--- config.mk ---
export PLATFORM = sky130hd
export DESIGN_NAME = cdb_arbiter
export DESIGN_NICKNAME = d
export VERILOG_FILES = /design/src/rtl/cdb_pkg.sv /design/src/rtl/rr_pick3.sv /design/src/rtl/cdb_arbiter.sv
export SDC_FILE = /design/constraint.sdc
export NUM_CORES = 1
export LEC_CHECK = 0
export BUFFER_PORTS_ARGS = -buffer_cell sky130_fd_sc_hd__buf_2
export CAP_MARGIN = 20
export CORE_ASPECT_RATIO = 2
export CORE_MARGIN = 2
export CORE_UTILIZATION = 38
export DETAILED_ROUTE_END_ITERATION = 8
export HOLD_SLACK_MARGIN = 0.08
export PLACE_DENSITY = 0.78
export SLEW_MARGIN = 20
export SYNTH_ARGS = -nofsm -noshare
export SYNTH_HDL_FRONTEND = slang
export SYNTH_SLANG_ARGS = --single-unit
--- constraint.sdc ---
create_clock -name clk -period 4.7 [get_ports clk]
set_input_delay 0.94 -clock clk [delete_from_list [all_inputs] [get_ports clk]]
set_output_delay 0.94 -clock clk [all_outputs]
set_load 0.01 [all_outputs]
--- src/rtl/cdb_pkg.sv ---
// rtl/cdb_pkg.sv - shared unit IDs, station tags and width defaults for the CDB arbiter
package cdb_pkg;

    localparam int DATA_W_DEF = 32;
    localparam int TAG_W_DEF  = 3;

    localparam logic [1:0] UNIT_NONE = 2'b00;
    localparam logic [1:0] UNIT_MULT = 2'b01;
    localparam logic [1:0] UNIT_ADD  = 2'b10;
    localparam logic [1:0] UNIT_LDST = 2'b11;

    localparam logic [2:0] RS_NONE = 3'b000;
    localparam logic [2:0] RS_MULT = 3'b001;
    localparam logic [2:0] RS_ADD  = 3'b010;
    localparam logic [2:0] RS_ST   = 3'b011;
    localparam logic [2:0] RS_LD   = 3'b100;

endpackage

--- src/rtl/rr_pick3.sv ---
// rtl/rr_pick3.sv - one-hot grant for three requesters; round-robin when CDB_RR_EN is defined, else fixed priority
module rr_pick3
    import cdb_pkg::*;
(
    input  logic [2:0] req,
`ifdef CDB_RR_EN
    input  logic [1:0] last_grant,
`endif
    output logic [2:0] gnt
);

    // Grant the first requester found in the order a, b, c (bit indices).
    function automatic logic [2:0] pick(input logic [2:0] r, input int a, input int b, input int c);
        logic [2:0] g;
        g = 3'b000;
        if (r[a])      g[a] = 1'b1;
        else if (r[b]) g[b] = 1'b1;
        else if (r[c]) g[c] = 1'b1;
        return g;
    endfunction

`ifdef CDB_RR_EN
    always_comb begin
        gnt = 3'b000;
        case (last_grant)
            UNIT_MULT: gnt = pick(req, 1, 2, 0);
            UNIT_ADD:  gnt = pick(req, 2, 0, 1);
            default:   gnt = pick(req, 0, 1, 2);
        endcase
    end
`else
    always_comb begin
        gnt = 3'b000;
        gnt = pick(req, 0, 1, 2);
    end
`endif

endmodule

--- src/rtl/cdb_arbiter.sv ---
// rtl/cdb_arbiter.sv - common data bus arbiter for MULT/ADD/LD-ST results; CDB_RR_EN selects round-robin
module cdb_arbiter
    import cdb_pkg::*;
#(
    parameter int DATA_W = DATA_W_DEF,
    parameter int TAG_W  = TAG_W_DEF
) (
    input  logic                clk,
    input  logic                reset,
    input  logic [2:0]          req_valid,
    output logic [2:0]          req_ready,
    input  logic [3*TAG_W-1:0]  req_tag,
    input  logic [3*DATA_W-1:0] req_data,
    input  logic                flush,
    output logic                cdb_valid,
    output logic [TAG_W-1:0]    cdb_tag,
    output logic [DATA_W-1:0]   cdb_data,
    output logic [1:0]          cdb_src,
    output logic                tag_err
);

    logic [2:0]        pick_gnt;
    logic [2:0]        grant;
    logic              xfer;
    logic              bad_tag;
    logic [TAG_W-1:0]  sel_tag;
    logic [DATA_W-1:0] sel_data;
    logic [1:0]        sel_src;

    logic              cdb_valid_q, cdb_valid_d;
    logic [TAG_W-1:0]  cdb_tag_q,   cdb_tag_d;
    logic [DATA_W-1:0] cdb_data_q,  cdb_data_d;
    logic [1:0]        cdb_src_q,   cdb_src_d;
    logic              tag_err_q,   tag_err_d;

`ifdef CDB_RR_EN
    logic [1:0]        last_grant_q, last_grant_d;

    rr_pick3 u_pick (
        .req        (req_valid),
        .last_grant (last_grant_q),
        .gnt        (pick_gnt)
    );
`else
    rr_pick3 u_pick (
        .req (req_valid),
        .gnt (pick_gnt)
    );
`endif

    always_comb begin
        grant    = (reset || flush) ? 3'b000 : pick_gnt;
        xfer     = |grant;
        sel_tag  = '0;
        sel_data = '0;
        sel_src  = UNIT_NONE;
        for (int i = 0; i < 3; i++) begin
            if (grant[i]) begin
                sel_tag  = req_tag[i*TAG_W +: TAG_W];
                sel_data = req_data[i*DATA_W +: DATA_W];
                sel_src  = 2'(i + 1);
            end
        end
        // A tagless result is consumed but never broadcast.
        bad_tag     = xfer && (sel_tag == '0);
        cdb_valid_d = xfer && !bad_tag;
        cdb_tag_d   = cdb_valid_d ? sel_tag  : '0;
        cdb_data_d  = cdb_valid_d ? sel_data : '0;
        cdb_src_d   = cdb_valid_d ? sel_src  : UNIT_NONE;
        tag_err_d   = tag_err_q | bad_tag;
`ifdef CDB_RR_EN
        last_grant_d = xfer ? sel_src : last_grant_q;
`endif
    end

    always_ff @(posedge clk) begin
        if (reset) begin
            cdb_valid_q <= 1'b0;
            cdb_tag_q   <= '0;
            cdb_data_q  <= '0;
            cdb_src_q   <= UNIT_NONE;
            tag_err_q   <= 1'b0;
`ifdef CDB_RR_EN
            last_grant_q <= UNIT_LDST;
`endif
        end else begin
            cdb_valid_q <= cdb_valid_d;
            cdb_tag_q   <= cdb_tag_d;
            cdb_data_q  <= cdb_data_d;
            cdb_src_q   <= cdb_src_d;
            tag_err_q   <= tag_err_d;
`ifdef CDB_RR_EN
            last_grant_q <= last_grant_d;
`endif
        end
    end

    // Reset arriving while a broadcast is on the bus squashes it in that same cycle.
    assign req_ready = grant;
    assign cdb_valid = cdb_valid_q & ~reset;
    assign cdb_tag   = reset ? '0 : cdb_tag_q;
    assign cdb_data  = reset ? '0 : cdb_data_q;
    assign cdb_src   = reset ? UNIT_NONE : cdb_src_q;
    assign tag_err   = tag_err_q;

endmodule

Yosys cells after proc, flatten, opt, wreduce, memory -nomap -nowiden
Cells that the tools add are included.

operators by class
  reduce and logical (&&, ||, !) cells = 7
  muxes and demuxes = 18
  bitwise operators = 4

operators with widths
  kind               count
  $mux 32            4
  $mux 3             5
  $mux 2             4
  $mux 1             5
  $logic_not 3->1    1
  $reduce_or 3->1    1
  $logic_and 1x1->1  2
  $not 1->1          2
  $reduce_or 2->1    1
  $and 1x1->1        1
  $logic_not 1->1    1
  $logic_or 1x1->1   1
  $or 1x1->1         1

storage, ports and cells
  input bits = 111
  bits in registers = 39
  word-level logic and storage cells = 34
  output and inout port bits = 42

Depth between registers and ports, before layout
Gate-level depths: netlist of the first run.

  depth in word-level cells = 13
  mapped depth = 7
  gate-level depth less buffers = 4

Cells and area by module
A second synthesis of the first run with hierarchy kept.

second synthesis, totals
  cell total of the unflattened synthesis = 228
  area total of the unflattened synthesis = 1910.6 µm²

modules (own cells, without submodules)
  module       seq. area each (µm²)  instances  area an instance (µm²)  cells each
  cdb_arbiter  780.7                 1          1884.3                  225
  rr_pick3     0.0                   1          26.3                    3

Worst setup path before layout of the first run
OpenSTA, ideal clock, no wires.

  kind = input to output
  start = input req_valid[0]
  end = output req_ready[2]
  setup slack = 1793 ps
  cell stages on the path = 4
  required time = 3760 ps
  arrival time = 1967 ps
  cell sequence = buf_6 > or3b_1 > nor2_2 > buf_2

on the way
  cells in the longest elaborated chain, start to end = 2

ends and longest elaborated chain
  element      RTL line           RTL
  from (decl)  cdb_arbiter.sv:10  input logic [2:0] req_valid,
  $mux 2       rr_pick3.sv:16     if (r[a]) g[a] = 1'b1;
  $mux 3       cdb_arbiter.sv:52  grant = (reset || flush) ? 3'b000 : pick_gnt;
  to (decl)    cdb_arbiter.sv:11  output logic [2:0] req_ready,

Every way passes these cells.

Final worst setup path of the first run
  start = input reset
  end = output req_ready[1]

on the way
  cells in the longest elaborated chain, start to end = 2

ends and longest elaborated chain
  element           RTL line           RTL
  from (decl)       cdb_arbiter.sv:9   input logic reset,
  $logic_or 1x1->1  cdb_arbiter.sv:52
  $mux 3            cdb_arbiter.sv:52

Every way passes these cells.

==> flow_metrics.env, run 1 <==
export IMPL_outcome="finished clean"
export IMPL_cts_root_to_sink_buffers=2
export IMPL_io_pins=153
export IMPL_setup_worst_path_start="reset"
export IMPL_grt_antenna_before_repair=0
export IMPL_die_height_um=105
export IMPL_grt_setup_unrepaired="false"
export IMPL_chipWidth_um=54.5
export IMPL_worst_ep_required_time_ns=3.76
export IMPL_area_growth_synth_to_final_pct=44.1
export IMPL_worstSetupPathType="input port to primary output"
export IMPL_hold_start="tag_err"
export IMPL_final_area_um2=2790
export IMPL_drc_errors=0
export IMPL_syn_mean_instance_area_um2=9.98
export IMPL_first_iter_violations=171
export IMPL_fin_total_pwr_uw=743
export IMPL_synthesis_nets=305
export IMPL_fin_hold_ws_ns=0.491
export IMPL_period_needed_ns=3.03
export IMPL_fp_dieArea_um2=5720
export IMPL_yosys_warnings=0
export IMPL_timing_rr_start="tag_err"
export IMPL_cts_clk_slew_worst_paths_ns=0.06
export IMPL_netlist_area_um2=1940
export IMPL_setup_violations=0
export IMPL_rows=36
export IMPL_postRouteAntennaNets=0
export IMPL_grt_ovfl_total=0
export IMPL_maxSlewViolCount=0
export IMPL_fin_util=0.568
export IMPL_globalRouteTotalUtil=0.211
export IMPL_placed_area_um2=2660
export IMPL_tritoncts_clock_tree="yes"
export IMPL_postCtsSetupBuffers=0
export IMPL_num_fill_cells=484
export IMPL_maxSlewHeadroom=0.344
export IMPL_netlist_cell_type_count=25
export IMPL_timing_final_hold_violations=0
export IMPL_cts_resized=0
export IMPL_layout_nets=444
export IMPL_clock_root_buffer="sky130_fd_sc_hd__clkbuf_8"
export IMPL_detail_route_vias_per_cell=5.45
export IMPL_initial_core_util=0.394
export IMPL_ir_drop_mv=0.196
export IMPL_tritoncts_num_buffers=5
export IMPL_setup_worst_path_start_class="input port"
export IMPL_post_route_cells_drive_above_1_share=0.593
export IMPL_max_freq_mhz=330
export IMPL_synthesis_instances=194
export IMPL_wire_length_after_detailed_routing_um=5830
export IMPL_leakage_uw=0.00131
export IMPL_grt_max_degree=43
export IMPL_gp_congestion=0.752
export IMPL_cts_htree_levels=2
export IMPL_via_count_of_the_first_global_routing_pass=2031
export IMPL_ant_cells=0
export IMPL_cts_num_sinks=39
export IMPL_layout_cells_most_common_list="152 x sky130_fd_sc_hd__buf_2, 39 x sky130_fd_sc_hd__dfxtp_1, 38 x sky130_fd_sc_hd__nor2b_1, 32 x sky130_fd_sc_hd__a222oi_1, 29 x sky130_fd_sc_hd__a21oi_2"
export IMPL_hp_class="register to register"
export IMPL_fin_worst_skew_ns=0
export IMPL_layout_commonest_cell="sky130_fd_sc_hd__buf_2"
export IMPL_port_buffer_count=152
export IMPL_p_per_area_nw_per_um2=267
export IMPL_crit_arrival_ns=2.09
export IMPL_detail_route_wl_per_cell_um=14.9
export IMPL_dp_hpwl_um=4240
export IMPL_critical_path_max_fanout=42
export IMPL_worst_setup_path_end_kind="primary output"
export IMPL_clk_latency_ns=0.28
export IMPL_fin_setup_tns_ns=0
export IMPL_core_area_um2=4910
export IMPL_seq_area_frac_synth=0.403
export IMPL_firstDrtPassIters=8
export IMPL_grt_first_pass_wirelength_um=8920
export IMPL_route_vias_total=2131
export IMPL_min_period_over_period=0.645
export IMPL_cts_hold_buffers_added=0
export IMPL_worst_pin_slew_ns=0.984
export IMPL_post_synthesis_register_bit_count=39
export IMPL_timing_max_cap_violations=0
## cell families (layout without fill, tap and decap cells)
logic type	after synthesis	in the layout	share of synthesized area
flops	39	39	0.403
buf+inv	27	167	0.0763
simple gates	51	51	0.169
compound gates	77	77	0.351
## metrics by stage
stage                     std cells  setup slack, ns
after floorplan                 194             1.79
after global placement          383             1.53
after detailed placement        383             1.43
after CTS                       391             1.65
after global routing            391             1.58
final                           391             1.67
## synthesized netlist by cell type, drive strengths merged
cell,instances,area [um2]
a22o,1,8.76
dfxtp,39,781
a21oi,36,289
inv,3,11.3
buf,12,91.3
nor2,4,17.5
a222oi,32,320
nand2,3,11.3
and2,1,6.26
nor4b,1,23.8
nor2b,38,238
a31o,1,8.76
o31ai,1,7.51
a221o,1,10.0
and3b,1,8.76
nand3b,1,7.51
a21boi,1,7.51
o21ai,2,10.0
or3b,1,8.76
o31a,2,17.5
or2,1,6.26
clkbuf,12,45.0
## layout make-up
class | instances | area, um2 | area share
clock buffers | 6 | 82.6 | 0.0296
clock inverters | 2 | 35.0 | 0.0126
inverters | 3 | 11.3 | 0.00404
multi-input cells | 128 | 1020 | 0.365
flip-flops and latches | 39 | 781 | 0.280
well taps | 57 | 71.3 | 0.0256
repair buffers | 156 | 791 | 0.284
## routing by layer
layer | GRT usage | wire (um) | vias up
met5 | 0 | 0 | -
met4 | 0.102 | 113 | 0
met3 | 0.0386 | 453 | 8
met2 | 0.389 | 3310 | 109
met1 | 0.205 | 1960 | 995
li1 | - | - | 1019
## worst paths after layout
check | slack [ns] | to | cells past startpoint
worst max-delay path | 1.67 | req_ready[1] | 4
worst min register to register | 0.49 | tag_err | 1
worst max register to register | 4.07 | tag_err | 1
worst min-delay path | 0.49 | tag_err | 1
## where the power goes
group	leakage, uW	switching, uW	total, uW	internal [uW]
Clock	0.0000612	109	281	172
Sequential	0.000316	2.04	342	340
Combinational	0.000929	61.6	121	59.1
## critical path: stages
cell and delay [ns]:
sky130_fd_sc_hd__buf_2 0.32, sky130_fd_sc_hd__nor4b_4 0.35, sky130_fd_sc_hd__buf_4 0.29, sky130_fd_sc_hd__buf_2 0.17
## registers in the layout (all words and copies together), names as in the netlist
| signal | cells |
|---|---|
| cdb_tag_q | 3 |
| cdb_src_q | 2 |
| tag_err | 1 |
| cdb_data_q | 32 |
| cdb_valid_q | 1 |
Note: power is estimated with default switching activity, not from simulation.
==> inputs of run 2 (changes only) <==
clock period = 3.1 ns   (was 4.7 ns; I/O delays follow)
==> flow_metrics.env, run 2 (synthesis gave the netlist of run 1 again) <==
export IMPL_outcome="finished clean"
export IMPL_tritoncts_num_buffers=5
export IMPL_hp_class="register to register"
export IMPL_fin_worst_skew_ns=0
export IMPL_fp_dieArea_um2=5720
export IMPL_initial_core_util=0.394
export IMPL_cts_root_to_sink_buffers=2
export IMPL_layout_nets=447
export IMPL_worstSetupPathType="input port to primary output"
export IMPL_groute_layer_met1_usage=0.216
export IMPL_detail_route_wl_per_cell_um=15.2
export IMPL_dp_hpwl_um=4530
export IMPL_share_clk_of_total_power=0.363
export IMPL_max_freq_mhz=408
export IMPL_p_per_area_nw_per_um2=395
export IMPL_multi_input_comb_area_um2=1010
export IMPL_fin_setup_tns_ns=0
export IMPL_firstDrtPassIters=9
export IMPL_crit_arrival_ns=1.83
export IMPL_timing_rr_start="tag_err"
export IMPL_postRouteAntennaNets=0
export IMPL_setup_worst_path_start_class="input port"
export IMPL_drc_errors=0
export IMPL_postCtsSetupBuffers=0
export IMPL_grt_max_degree=37
export IMPL_timing_rr_end="tag_err"
export IMPL_worst_ep_required_time_ns=2.48
export IMPL_period_needed_ns=2.45
export IMPL_critical_path_max_fanout=20
export IMPL_gp_congestion=0.772
export IMPL_power_share_of_the_combinational_group=0.167
export IMPL_switching_power_uw=262
export IMPL_cts_htree_levels=2
export IMPL_setup_violations=0
export IMPL_layout_cells_most_common_list="152 x sky130_fd_sc_hd__buf_2, 39 x sky130_fd_sc_hd__dfxtp_1, 38 x sky130_fd_sc_hd__nor2b_1, 32 x sky130_fd_sc_hd__a222oi_1, 29 x sky130_fd_sc_hd__a21oi_2"
export IMPL_min_period_over_period=0.790
export IMPL_cts_hold_buffers_added=0
export IMPL_met3_routing_resource_usage_after_global_routing=0.0414
export IMPL_io_pins=153
export IMPL_ir_drop_mv=0.329
export IMPL_timing_max_cap_violations=0
export IMPL_cts_clk_slew_worst_paths_ns=0.07
export IMPL_cts_num_sinks=39
export IMPL_regMostFlops="cdb_data_q"
export IMPL_maxSlewHeadroom=0.493
export IMPL_tritoncts_clock_tree="yes"
export IMPL_clock_root_buffer="sky130_fd_sc_hd__clkbuf_8"
export IMPL_largest_registers="cdb_data_q x32, cdb_tag_q x3, cdb_src_q x2"
export IMPL_wire_length_after_detailed_routing_um=6000
export IMPL_route_vias_total=2133
export IMPL_core_area_um2=4910
export IMPL_detail_route_vias_per_cell=5.41
export IMPL_area_growth_synth_to_final_pct=44.3
export IMPL_via_count_of_the_first_global_routing_pass=2080
export IMPL_fin_total_pwr_uw=1100
export IMPL_rrSetupSlack_ns=2.47
export IMPL_timing_final_hold_violations=0
export IMPL_timing_critical_path_to="req_ready[0]"
export IMPL_rows=36
export IMPL_layout_commonest_cell="sky130_fd_sc_hd__buf_2"
export IMPL_leakage_uw=0.00131
export IMPL_seqCellArea_um2=781
export IMPL_die_height_um=105
export IMPL_globalRouteTotalUtil=0.218
export IMPL_largest_reg_flops=32
export IMPL_post_route_cells_drive_above_1_share=0.595
export IMPL_grt_first_pass_wirelength_um=9320
export IMPL_grt_ovfl_total=0
export IMPL_grt_antenna_before_repair=1
export IMPL_grtUsageMet2=0.404
export IMPL_first_iter_violations=161
export IMPL_share_seq_of_total_power=0.469
export IMPL_cts_resized=0
export IMPL_grt_setup_unrepaired="false"
export IMPL_chipWidth_um=54.5
export IMPL_port_buffer_count=152
export IMPL_worst_setup_path_end_kind="primary output"
export IMPL_clk_latency_ns=0.28
export IMPL_setup_worst_path_start="reset"
export IMPL_grt_busiest_layer="met2"
export IMPL_internal_power_uw=842
export IMPL_maxSlewViolCount=0
export IMPL_worstRegToRegCells=1
export IMPL_num_fill_cells=486
export IMPL_sw_frac_of_total=0.238
export IMPL_worst_pin_slew_ns=0.760
## run 2: cell count changes in the layout (fill, tap and decap cells not counted)
cell                         delta
sky130_fd_sc_hd__buf_4          +3
sky130_fd_sc_hd__a31o_4         -1
sky130_fd_sc_hd__clkinvlp_4     +1
sky130_fd_sc_hd__a31o_2         +1
sky130_fd_sc_hd__clkinv_2       -1
sky130_fd_sc_hd__diode_2        +1
sky130_fd_sc_hd__clkbuf_8       -1
## run 2: final cells by class
class,instances,area share
antenna,1,0.000896
multi-input combinational,128,0.361
clock buffer,5,0.0246
sequential,39,0.279
timing repair buffer,159,0.291
tap,57,0.0255
inverter,3,0.00403
clock inverter,2,0.0134
## run 2: worst min-delay path by stage
| stage | start | endpoint | slack, ns | cells past startpoint |
|---|---|---|---|---|
| 2_1_floorplan | tag_err | tag_err | 0.52 | 1 |
| 3_3_place_gp | tag_err | tag_err | 0.47 | 1 |
| 3_5_place_dp | tag_err | tag_err | 0.47 | 1 |
| 4_1_cts | tag_err | tag_err | 0.49 | 1 |
| 5_1_grt | tag_err | tag_err | 0.54 | 1 |
| 6_report | tag_err | tag_err | 0.49 | 1 |
## run 2: through the flow
step	utilization	cell area (um2)	std cells	hold WS [ns]	worst slack, ns
after floorplan	-	1940	194	0.525	0.833
after global placement	0.547	2690	386	0.471	0.682
after detailed placement	0.547	2690	386	0.470	0.612
after CTS	0.569	2790	393	0.488	0.652
after global routing	0.569	2790	393	0.538	0.563
final	0.569	2790	394	0.485	0.650
## run 2: routing by layer
metal,routed length [um],vias up
met4,117,0
met3,444,8
met2,3420,108
met5,0,-
met1,2020,990
li1,-,1027
## run 2: power by group through the flow
stage          Clock [uW]  Sequential, uW  Combinational (uW)
3_5_place_dp            0             530                 185
2_1_floorplan           0             530                94.6
3_3_place_gp            0             530                 181
4_1_cts               412             519                 186
5_1_grt               426             520                 203
6_report              401             518                 185
## run 2: critical path: stages
cell and delay (ns):
sky130_fd_sc_hd__buf_2 0.17, sky130_fd_sc_hd__nor2_1 0.14, sky130_fd_sc_hd__and2_1 0.63, sky130_fd_sc_hd__buf_2 0.26
==> inputs of run 3 (changes only) <==
CORE_UTILIZATION = 35   (was 38)
PLACE_DENSITY = 0.75   (was 0.78)
clock period = 2 ns   (was 3.1 ns; I/O delays follow)
==> flow_metrics.env, run 3 (synthesis gave the netlist of run 1 again) <==
export IMPL_layout_commonest_cell="sky130_fd_sc_hd__buf_2"
export IMPL_via_count_of_the_first_global_routing_pass=2131
export IMPL_setup_worst_path_start_class="input port"
export IMPL_cts_htree_levels=2
export IMPL_largest_reg_flops=32
export IMPL_cts_resized=0
export IMPL_crit_chain="buf_2, or3b_1, nor2_2, buf_2"
export IMPL_worst_path_dominant_cell_family="simple AND/OR/NAND/NOR gates"
export IMPL_detail_route_vias_per_cell=5.38
export IMPL_layout_nets=455
export IMPL_leakage_uw=0.00138
export IMPL_fin_worst_skew_ns=0
export IMPL_power_share_of_the_combinational_group=0.174
export IMPL_tritoncts_clock_tree="yes"
export IMPL_fin_setup_tns_ns=0
export IMPL_outcome="finished clean"
export IMPL_ir_drop_mv=0.556
export IMPL_worstSetupPathType="input port to primary output"
export IMPL_cts_num_sinks=39
export IMPL_sw_frac_of_total=0.236
export IMPL_drc_errors=0
export IMPL_postCtsSetupBuffers=0
export IMPL_grt_ovfl_total=0
export IMPL_postRouteAntennaNets=0
export IMPL_layout_cells_most_common_list="152 x sky130_fd_sc_hd__buf_2, 39 x sky130_fd_sc_hd__dfxtp_1, 38 x sky130_fd_sc_hd__nor2b_1, 32 x sky130_fd_sc_hd__a222oi_1, 29 x sky130_fd_sc_hd__a21oi_2"
export IMPL_grt_max_degree=37
export IMPL_critical_path_max_fanout=4
export IMPL_port_buffer_count=152
export IMPL_route_vias_total=2179
export IMPL_path_buf_inv=2
export IMPL_timing_max_cap_violations=0
export IMPL_setup_violations=0
export IMPL_fp_dieArea_um2=6180
export IMPL_maxSlewHeadroom=0.613
export IMPL_cts_root_to_sink_buffers=2
export IMPL_io_pins=153
export IMPL_maxSlewViolCount=0
export IMPL_cp_common_cell="sky130_fd_sc_hd__buf_2"
export IMPL_area_growth_synth_to_final_pct=50.7
export IMPL_post_route_cells_drive_above_1_share=0.606
export IMPL_chipWidth_um=56.6
export IMPL_firstDrtPassIters=7
export IMPL_ant_cells=0
export IMPL_worst_ep_required_time_ns=1.60
export IMPL_share_seq_of_total_power=0.451
export IMPL_dp_hpwl_um=4870
export IMPL_internal_power_uw=1360
export IMPL_min_period_over_period=0.927
export IMPL_tritoncts_num_buffers=5
export IMPL_regMostFlops="cdb_data_q"
export IMPL_p_per_area_nw_per_um2=611
export IMPL_grt_setup_unrepaired="false"
export IMPL_initial_core_util=0.360
export IMPL_hp_class="input port to register"
export IMPL_clock_root_buffer="sky130_fd_sc_hd__clkbuf_8"
export IMPL_grt_first_pass_wirelength_um=9650
export IMPL_fin_hold_ws_ns=0.341
export IMPL_share_clk_of_total_power=0.375
export IMPL_globalRouteTotalUtil=0.200
export IMPL_critPathSlowestCell="sky130_fd_sc_hd__or3b_1"
export IMPL_die_height_um=109
export IMPL_detail_route_wl_per_cell_um=15.4
export IMPL_clk_latency_ns=0.28
export IMPL_switching_power_uw=421
export IMPL_timing_final_hold_violations=0
export IMPL_largest_registers="cdb_data_q x32, cdb_tag_q x3, cdb_src_q x2"
export IMPL_cts_hold_buffers_added=0
export IMPL_gp_congestion=0.739
export IMPL_cpPeakStageDelay_ns=0.44
export IMPL_period_needed_ns=1.85
export IMPL_worst_setup_path_end_kind="primary output"
export IMPL_rows=38
export IMPL_first_iter_violations=195
export IMPL_core_area_um2=5370
export IMPL_grt_antenna_before_repair=0
export IMPL_cts_clk_slew_worst_paths_ns=0.07
export IMPL_worst_pin_slew_ns=0.581
export IMPL_wire_length_after_detailed_routing_um=6250
export IMPL_max_freq_mhz=539
export IMPL_crit_arrival_ns=1.45
## run 3: changes by cell type in the layout (fill, tap and decap cells not counted)
cell and change:
sky130_fd_sc_hd__clkinvlp_4 -1, sky130_fd_sc_hd__diode_2 -1, sky130_fd_sc_hd__buf_4 +4, sky130_fd_sc_hd__clkbuf_8 +1
sky130_fd_sc_hd__buf_12 +4, sky130_fd_sc_hd__clkinv_2 +1
## run 3: worst min-delay path: cells and delay by family
kind | cells | cell delay [ns]
AOI/OAI and AO/OA | 1 | 0.06
and+or+nand+nor | 1 | 0.04
buffers and inverters | 1 | 0.09
## run 3: path summary, 6_finish.rpt
path / start / end / slack [ns] / depth (start not counted)
setup reg to reg: tag_err / tag_err / 1.37 / 1
hold reg to reg: tag_err / tag_err / 0.48 / 1
setup / recovery: req_valid[0] / req_ready[2] / 0.15 / 4
hold / removal: req_tag[6] / cdb_tag_q[0] / 0.34 / 3
## run 3: final cells by class
type                       instances  area [um2]
fill                             524        2460
sequential                        39         781
multi-input combinational        128        1010
clock buffer                       6        82.6
tap                               60        75.1
inverter                           3        11.3
clock inverter                     2        35.0
timing repair buffer             167         923
## run 3: per-stage QoR
step,power [uW],instance area [um2],instances,setup WS (ns),utilization
floorplan,968,1940,194,0.173,-
global placement,1120,2800,397,0.101,0.521
detailed placement,1130,2800,397,0.0865,0.521
CTS,1800,2920,405,0.154,0.543
global route,1870,2920,405,0.113,0.543
finish,1780,2920,405,0.146,0.543
## run 3: routing by layer
layer / wire, um / part of all wire / global-route usage
met1: 2070 / 0.33 / 0.192
met2: 3620 / 0.58 / 0.400
met3: 362 / 0.058 / 0.0308
met4: 190 / 0.030 / 0.0918
met5: 0 / 0 / 0
## run 3: power by group through the flow
stage	Sequential, uW	Combinational (uW)	Clock (uW)
2_1_floorplan	821	147	0
4_1_cts	804	311	684
3_5_place_dp	822	310	0
3_3_place_gp	821	302	0
6_report	803	310	668
5_1_grt	806	338	722
